### src/rtl/onehot_drain_encoder.sv
`default_nettype none
// +----------------------------------------------------------------------------+
// | Module      : onehot_drain_encoder                                         |
// | Description : Accepts an N-bit request vector and emits one code per set   |
// |               bit (bit index + 1), or a single code 0 for an empty vector. |
// |               Lowest-index-first by default; round-robin selection with a  |
// |               persistent last-grant pointer when ONEHOT_DRAIN_RR_EN is     |
// |               defined.                                                     |
// | Revision    : 1.0 - initial release                                        |
// +----------------------------------------------------------------------------+
module onehot_drain_encoder #(
   parameter int N  = 15,
   parameter int CW = $clog2(N + 1)
) (
   input  logic          clk,
   input  logic          rst,
   input  logic          in_valid,
   input  logic [N-1:0]  in_req,
   output logic          in_ready,
   output logic          out_valid,
   output logic [CW-1:0] out_code,
   output logic          out_last,
   output logic          out_multi,
   input  logic          out_ready
);

   typedef enum logic [0:0] {
      IDLE  = 1'b0,
      DRAIN = 1'b1
   } state_t;

   localparam logic [N-1:0] ONE_N = {{(N-1){1'b0}}, 1'b1};

   state_t        state, state_n;
   logic [N-1:0]  pending, pending_n;
   logic [CW-1:0] code_n;
   logic          last_n;
   logic          multi_n;

   logic [N-1:0]  sel_vec;
   logic [N-1:0]  sel_bit;
   logic [N-1:0]  remaining;
   logic [CW-1:0] sel_idx;
   logic          accept;
   logic          advance;
   logic          grant;
   logic          multi_in;

   // Index of the lowest set bit of v (0 when v is empty; callers qualify).
   function automatic logic [CW-1:0] lowest_idx(input logic [N-1:0] v);
      logic [CW-1:0] r;
      r = '0;
      for (int i = N - 1; i >= 0; i--) begin
         if (v[i]) r = CW'(i);
      end
      return r;
   endfunction

   assign out_valid = (state == DRAIN);
   assign in_ready  = (pending == '0) && (!out_valid || out_ready);
   assign accept    = in_valid && in_ready;
   assign advance   = out_valid && out_ready && (pending != '0);
   assign grant     = (accept && (in_req != '0)) || advance;
   assign multi_in  = ((in_req & (in_req - ONE_N)) != '0);

   // While bits are pending they are the only candidates; otherwise the
   // incoming vector is searched so a reload costs no bubble.
   assign sel_vec = (pending != '0) ? pending : in_req;

`ifdef ONEHOT_DRAIN_RR_EN
   logic [CW-1:0] rr_ptr, rr_ptr_n;
   logic [N-1:0]  above_mask;
   logic [N-1:0]  above_vec;

   // Bits strictly above the last grant get first claim; otherwise wrap to 0.
   always_comb begin
      above_mask = '0;
      for (int i = 0; i < N; i++) begin
         above_mask[i] = (CW'(i) > rr_ptr);
      end
   end

   assign above_vec = sel_vec & above_mask;
   assign sel_idx   = (above_vec != '0) ? lowest_idx(above_vec) : lowest_idx(sel_vec);

   // Pointer follows every real grant; an empty vector leaves it untouched.
   always_comb begin
      rr_ptr_n = rr_ptr;
      if (grant) rr_ptr_n = sel_idx;
   end

   // Last-grant pointer register; reset value makes the first search start at bit 0.
   always_ff @(posedge clk) begin
      if (rst) rr_ptr <= CW'(N - 1);
      else     rr_ptr <= rr_ptr_n;
   end
`else
   assign sel_idx = lowest_idx(sel_vec);
`endif

   assign sel_bit   = ONE_N << sel_idx;
   assign remaining = sel_vec & ~sel_bit;

   // Next-state and next-output decode for the drain FSM.
   always_comb begin
      state_n   = state;
      pending_n = pending;
      code_n    = out_code;
      last_n    = out_last;
      multi_n   = out_multi;
      if (accept) begin
         state_n = DRAIN;
         if (in_req != '0) begin
            code_n    = sel_idx + CW'(1);
            pending_n = remaining;
            last_n    = (remaining == '0);
            multi_n   = multi_in;
         end else begin
            code_n    = '0;
            pending_n = '0;
            last_n    = 1'b1;
            multi_n   = 1'b0;
         end
      end else if (advance) begin
         code_n    = sel_idx + CW'(1);
         pending_n = remaining;
         last_n    = (remaining == '0);
      end else if (out_valid && out_ready) begin
         state_n = IDLE;
         last_n  = 1'b0;
      end
   end

   // State and output registers; outputs hold whenever nothing advances.
   always_ff @(posedge clk) begin
      if (rst) begin
         state     <= IDLE;
         pending   <= '0;
         out_code  <= '0;
         out_last  <= 1'b0;
         out_multi <= 1'b0;
      end else begin
         state     <= state_n;
         pending   <= pending_n;
         out_code  <= code_n;
         out_last  <= last_n;
         out_multi <= multi_n;
      end
   end

endmodule
`default_nettype wire

### config.mk
export PLATFORM = sky130hd
export DESIGN_NAME = onehot_drain_encoder
export DESIGN_NICKNAME = d
export VERILOG_FILES = /design/src/rtl/onehot_drain_encoder.sv
export SDC_FILE = /design/constraint.sdc
export NUM_CORES = 1
export LEC_CHECK = 0
export BUFFER_PORTS_ARGS = -buffer_cell sky130_fd_sc_hd__buf_2
export CAP_MARGIN = 20
export CORE_ASPECT_RATIO = 1.1
export CORE_UTILIZATION = 45
export DETAILED_ROUTE_END_ITERATION = 8
export PLACE_DENSITY = 0.7
export SLEW_MARGIN = 20
export SYNTH_ARGS = -nofsm -noshare
export SYNTH_HDL_FRONTEND = slang
export SYNTH_SLANG_ARGS = --single-unit
### constraint.sdc
create_clock -name clk -period 7.7 [get_ports clk]
set_input_delay 1.54 -clock clk [delete_from_list [all_inputs] [get_ports clk]]
set_output_delay 1.54 -clock clk [all_outputs]
set_load 0.1 [all_outputs]
# Word level (Yosys, flattened, before mapping)
# Index checks and enable logic that the tools add are counted.
# W data, S select, Z words.
# totals
word_cells,56
inputBits,19
out_inout_bits,8
memories,0
reg_bits,22
rom_bits,0
latchBits,0
mem_bits_rw,0
# op_classes
reduce_logical,15
mul,0
n_div,0
bitwise_logic,3
add_sub_neg,2
muxes,29
eq_ne,1
n_shift,1
n_lt_le_gt_ge,0
# op_table
cell,n
$mux W4,18
$mux W15,4
$reduce_bool A15 Y1,3
$and A15 B15 Y15,2
$logic_not A15 Y1,2
$not A15 Y15,1
$shl A1 B4 Y15 const A,1
$sub A15 B1 Y15 const B,1
$mux W1,7
$add A4 B1 Y4 const B,1
$logic_and A1 B1 Y1,4
$reduce_bool A2 Y1,2
$reduce_bool A3 Y1,1
$ne A2 B2 Y1 const B,1
$reduce_and A2 Y1,1
$logic_not A1 Y1,1
$logic_or A1 B1 Y1,1

# Depth between registers and ports, before layout
# Gate-level depths: netlist of the first run.
# logic_depth
ltp_word,23
depth_mapped,15
depth_no_buf,13

# Worst setup path before layout of the first run
# OpenSTA, ideal clock, no wires.
# synth_timing
path_kind,input port to flip-flop
start,in in_req[4]
end,reg out_last
cell_stages,12
path_buffers,0
setup_slack_ps,3334
t_arrival_ps,4279
setup_ps,87
t_required_ps,7613
path_cell_list,or3_1 a2111oi_0 o311ai_1 o221ai_2 ha_1 ha_1 inv_1 a21o_1 a221oi_1 a21oi_1 or4_1 o31ai_1
# synth_between
elab_chain_len,12
word_cells_on_any_way,14
cone_classes,1 x shift; 9 x mux; 2 x bitwise; 2 x reduce/logical
# synth_rtl
element,line,text
from (decl),18,"input logic [N-1:0] in_req,"
$mux W15,68,assign sel_vec = (pending != '0) ? pending : in_req;
$mux W4 (5 in a row),54,if (v[i]) r = CW'(i);
$shl A1 B4 Y15,101,assign sel_bit = ONE_N << sel_idx;
$not A15 Y15,102,assign remaining = sel_vec & ~sel_bit;
$and A15 B15 Y15,102,
$logic_not A15 Y1,"116, 127",
$mux W1 (on tied branches),"124, 113",
$mux W1 (*),111,if (accept) begin
to (signal assigned),146,out_last <= last_n;
to (decl),22,"output logic out_last,"
# Mark *: on every way between the ends. The rest lies on a longest branch, timed or not.
# A chain may end at the register's enable or synchronous reset.

# Final worst setup path of the first run
# Ends and elaborated chain as after synthesis.

==> out/metrics.cfg, run 1 <==
[die]
coreArea_sq_mm=0.00408
dieArea_sq_mm=0.00467
row_count=24
io-pin-count=27
die_x_microns=65.2
initial_core_util_pct=48.5
die_height_microns=71.6

[clocking]
clockBufferDepth=2
htree_levels=1
cts_tree=yes
cts_setup_buffers=0
cts_resized=0
cts_made_buffers=3
clk_latency_ps=280
ctsRootBufferMaster=clkbuf_8
cts.clk_slew.worst_paths_ps=80
cts_hold_buf=0
cts.sinks=22

[worst_setup_path]
max_stage_delay_ps=460
cp.buffers_inverters=2
cp_max_fo=8
crit_top_cell=ha_1
endpoint_kind=flop
cp_slowest_cell=or4_1
crit_type=in2reg
cp-start-kind=input port
crit_chain=buf_2, or3_1, a2111oi_0, o311ai_1, o221ai_2, ha_1, ha_1, inv_1, a21o_1, a221oi_1, a21oi_1, or4_1, o31ai_1
crit_family=compound AO/OA/AOI/OAI gates
crit_required_ps=7890
crit_arrival_ps=4700

[logic_synthesis]
synth_edf_count=0
ys_seq_area_share_pct=22.3
yosys.cell_types.count=66
syn_inst=258
ys_seq_elements=22
synth_area_leader_cell=dfxtp_1
ys.flop_type=dfxtp_1
avgSynthCellArea_sq_um=7.67
async_reset_ff_share_pct=0
netlist_area_sq_mm=0.00198
synth_top_area_share_pct=22.3
yosys-top-cells-area=dfxtp_1 (22%), a21oi_1 (8.8%), nor2_1 (6.1%)
synth-warning-count=0
synthesis.nets=283

[grt]
grt_usage_pct=27.2
grt_overflow=0
antenna_found_initial=0
grt_max_degree=25
grt_pass1_vias=1964
grt_first_pass_wirelength_mm=9.80

[finish]
fillers=417
multi_input_area_sq_mm=0.00143
drive_gt1_share_pct=18.8
final-seq-area_sq_um=440
diodes=0
fin_nets=302
area_growth_pct=9.36

[route]
drt_first_pass_iters=5
wl_per_cell_microns=18.3
drc_errors=0
drt-total-wl_mm=6.01
drt-initial-drc-count=201
vias=2182
viasPerCell=6.65
ant_nets=0

[sta]
slew_violations=0
tns_ps=0
worst_slew_pin_slew_ps=761
fin_crit_ps=4510
max_freq_mhz=222
fin_crit_sh_pct=58.6
rsz0062_at_grt=false
skew_ps=11.7
finalSetupViolations=0
slew_headroom_pct=48.9
hold_violations=0

[place]
dp_hpwl_mm=4.53
port_buffers=26
gp_congestion=0.965

[run]
drv_cap=0

[hold_path]
holdCritPathClass=reg2reg

[status]
outcome=completed

[per-layer routing]
| layer | wire length [microns] | vias up | global-route usage (%) |
|---|---|---|---|
| li1 | - | 1035 | - |
| met1 | 2620 | 1020 | 37.5 |
| met2 | 2750 | 114 | 43.3 |
| met3 | 525 | 13 | 3.03 |
| met4 | 112 | 0 | 10.4 |
| met5 | 0 | - | 0 |
[metrics by stage]
stage	setup slack, ps	util, %	hold WS (ps)	instance area (sq um)	instances
2_1_floorplan	3330	-	504	1980	258
3_3_place_gp	2980	51.3	472	2090	324
3_5_place_dp	2910	51.3	475	2090	324
4_1_cts	3180	53.0	494	2160	328
5_1_grt	2800	53.0	521	2160	328
6_report	3190	53.0	494	2160	328
[flip-flops by register name, summed over array words and instances, names as in the netlist]
register,count
out_code,4
out_last,1
out_multi,1
out_valid,1
pending,15
[cells in the mapped netlist (all sizes together), types with 5 or more instances]
| cell | instances |
|---|---|
| nor4 | 8 |
| nor3 | 6 |
| a21oi | 35 |
| or3 | 9 |
| a211oi | 6 |
| o21ai | 14 |
| nand2 | 26 |
| nand4 | 6 |
| dfxtp | 22 |
| nor2 | 34 |
| ha | 6 |
| inv | 6 |
| a31oi | 5 |
| buf | 7 |
| or4 | 6 |
| clkbuf | 5 |
[final cells by class]
type                       instances  share of cell area [%]
clock buffer                       3                    1.91
tap                               52                    3.01
inverter                           6                    1.04
sequential                        22                    20.3
multi-input combinational        217                    66.0
clock inverter                     1                    1.39
timing repair buffer              27                    6.36
[kinds of logic after synthesis]
kind of cell,Yosys count,share of synthesized area (%)
buffers and inverters,19,5.62
AND/OR/NAND/NOR,111,34.2
AO/OA/AOI/OAI,96,32.0
flip-flops,22,22.3
multiplexers,2,1.07
adder cells (fa/ha/maj),8,4.80
[cells in the final DEF, fill, tap and decap left out, drive strengths merged, types with 3 or more instances in the layout]
cell type,Yosys,final
a21oi,35,35
nor2,34,34
buf,7,27
nand2,26,26
dfxtp,22,22
o21ai,14,14
or3,9,9
nor4,8,8
inv,6,6
a211oi,6,6
ha,6,6
nand4,6,6
nor3,6,6
or4,6,6
a31oi,5,5
nor4b,3,3
a41oi,3,3
o21a,3,3
clkbuf,5,3
[tightest hold or removal path: stages (launching register included)]
cell	delay, ps
dfxtp_1	320
a21oi_1	60
nor2_1	80
[final timing paths]
| kind | slack [ps] | cells past startpoint | to | start |
|---|---|---|---|---|
| worst max-delay path | 3190 | 13 | out_last | in_req[4] |
| worst min-delay path | 490 | 2 | out_code[1] | out_code[1] |
| worst max register to register | 3500 | 13 | out_last | pending[8] |
| worst min register to register | 490 | 2 | out_code[1] | out_code[1] |
Power of run 1 is left out: the tool's default activity adds up to more than one toggle a clock period on the data nets, which glitch-free logic cannot reach.
==> run 2: changes to the inputs <==
clock period = 4.4 ns   (was 7.7 ns; I/O delays follow)
==> run 2 against run 1 <==
  * Sequential share of layout area shrank 0.27 points
  * Final area grew 1.3%
  * Utilization grew 0.70 points
  * Non-clock buffer count grew 6
  * Largest cell class unchanged
  * Register-to-register slack lost 3100 ps
==> out/metrics.cfg, run 2 (same netlist as run 1, synthesis figures left out) <==
[status]
outcome=completed

[hold_path]
hold_depth=2
min_from=out_code[1]
holdCritPathClass=reg2reg
hold_path_end=out_code[1]

[finish]
reg.largest.list=pending: 15 flops, out_code: 4 flops
largest-register=pending
utilization_pct=53.7
largest_reg_flops=15
final_cells=334
fin_nets=308
final-seq-area_sq_um=440
fillers=423
multi_input_area_sq_mm=0.00143
area_growth_pct=10.8
drive_gt1_share_pct=20.6
diodes=0
layout_common_cells=a21oi_1 (35), nor2_1 (32), nand2_1 (26), buf_2 (26), dfxtp_1 (22)
final_common_cell=a21oi_1
fin_area_sq_mm=0.00219

[worst_setup_path]
crit_required_ps=4590
cp-start-kind=flop
crit_arrival_ps=4220
reg2reg_to=out_last
endpoint_kind=flop
crit_type=reg2reg
worstRegToRegCells=13
reg2reg_from=pending[8]
reg2reg_slack_ps=370
cp_max_fo=8

[clocking]
clockBufferDepth=2
clk_latency_ps=270
htree_levels=1
cts_setup_buffers=0
cts_tree=yes
cts.clk_slew.worst_paths_ps=90
cts_resized=0
cts.sinks=22
cts_hold_buf=0
cts_made_buffers=3
ctsRootBufferMaster=clkbuf_8

[sta]
tns_ps=0
slew_violations=0
fin_crit_ps=4030
skew_ps=2.63
rsz0062_at_grt=false
finalSetupViolations=0
max_freq_mhz=248
worst_slew_pin_slew_ps=642
slew_headroom_pct=56.1
hold_violations=0
fin_crit_sh_pct=91.6

[place]
gp_congestion=1.00
dp_hpwl_mm=4.55
port_buffers=26
placedInstanceArea_sq_mm=0.00214
placed_cells=330

[grt]
grt_first_pass_wirelength_mm=9.69
grt_max_degree=25
grt_pass1_vias=1934
antenna_found_initial=0
grt_usage_pct=27.0
grt_overflow=0

[die]
io-pin-count=27
die_x_microns=65.2
die_height_microns=71.6
dieArea_sq_mm=0.00467
coreArea_sq_mm=0.00408
initial_core_util_pct=48.5
row_count=24

[route]
ant_nets=0
wl_per_cell_microns=18.0
drt-initial-drc-count=186
viasPerCell=6.65
drt_first_pass_iters=4
vias=2222
drt-total-wl_mm=6.02
drc_errors=0

[run]
drv_cap=0

[run 2: critical path, stage by stage, from the launching register on]
cell	delay, ps
dfxtp_1	390
or4_4	600
nor4_4	520
and2_1	230
o311ai_1	110
o221ai_2	330
ha_1	240
ha_1	230
inv_1	70
a21o_1	170
a221oi_1	280
a21oi_1	60
or4_1	470
o31ai_1	230
[run 2: stage by stage]
step,setup slack [ps],hold WS [ps]
after global routing,177,515
after floorplan,694,504
after detailed placement,250,476
after CTS,426,496
final,371,489
after global placement,356,476
[run 2: final cells by class]
class	instances	share of cell area, %
multi-input cells	217	65.1
flip-flops and latches	22	20.1
repair buffers	33	8.33
well taps	52	2.97
clock buffers	4	2.51
inverters	6	1.03
[run 2: worst max-delay path by stage]
stage	from	endpoint	slack, ps	depth (start not counted)
after floorplan	in_req[4]	out_last	690	12
after global placement	in_req[4]	out_last	360	13
after detailed placement	in_req[4]	out_last	250	13
after CTS	pending[8]	out_last	430	13
after global routing	pending[8]	out_last	180	13
final	pending[8]	out_last	370	13
[run 2: metal layers]
layer  routed length, microns  part of all wire, %  track usage (%)
met1                     2690                   45             38.5
met2                     2660                   44             41.4
met3                      489                  8.1             2.71
met4                      170                  2.8             10.6
met5                        0                    0                0
Power of run 2 is left out for the same reason.
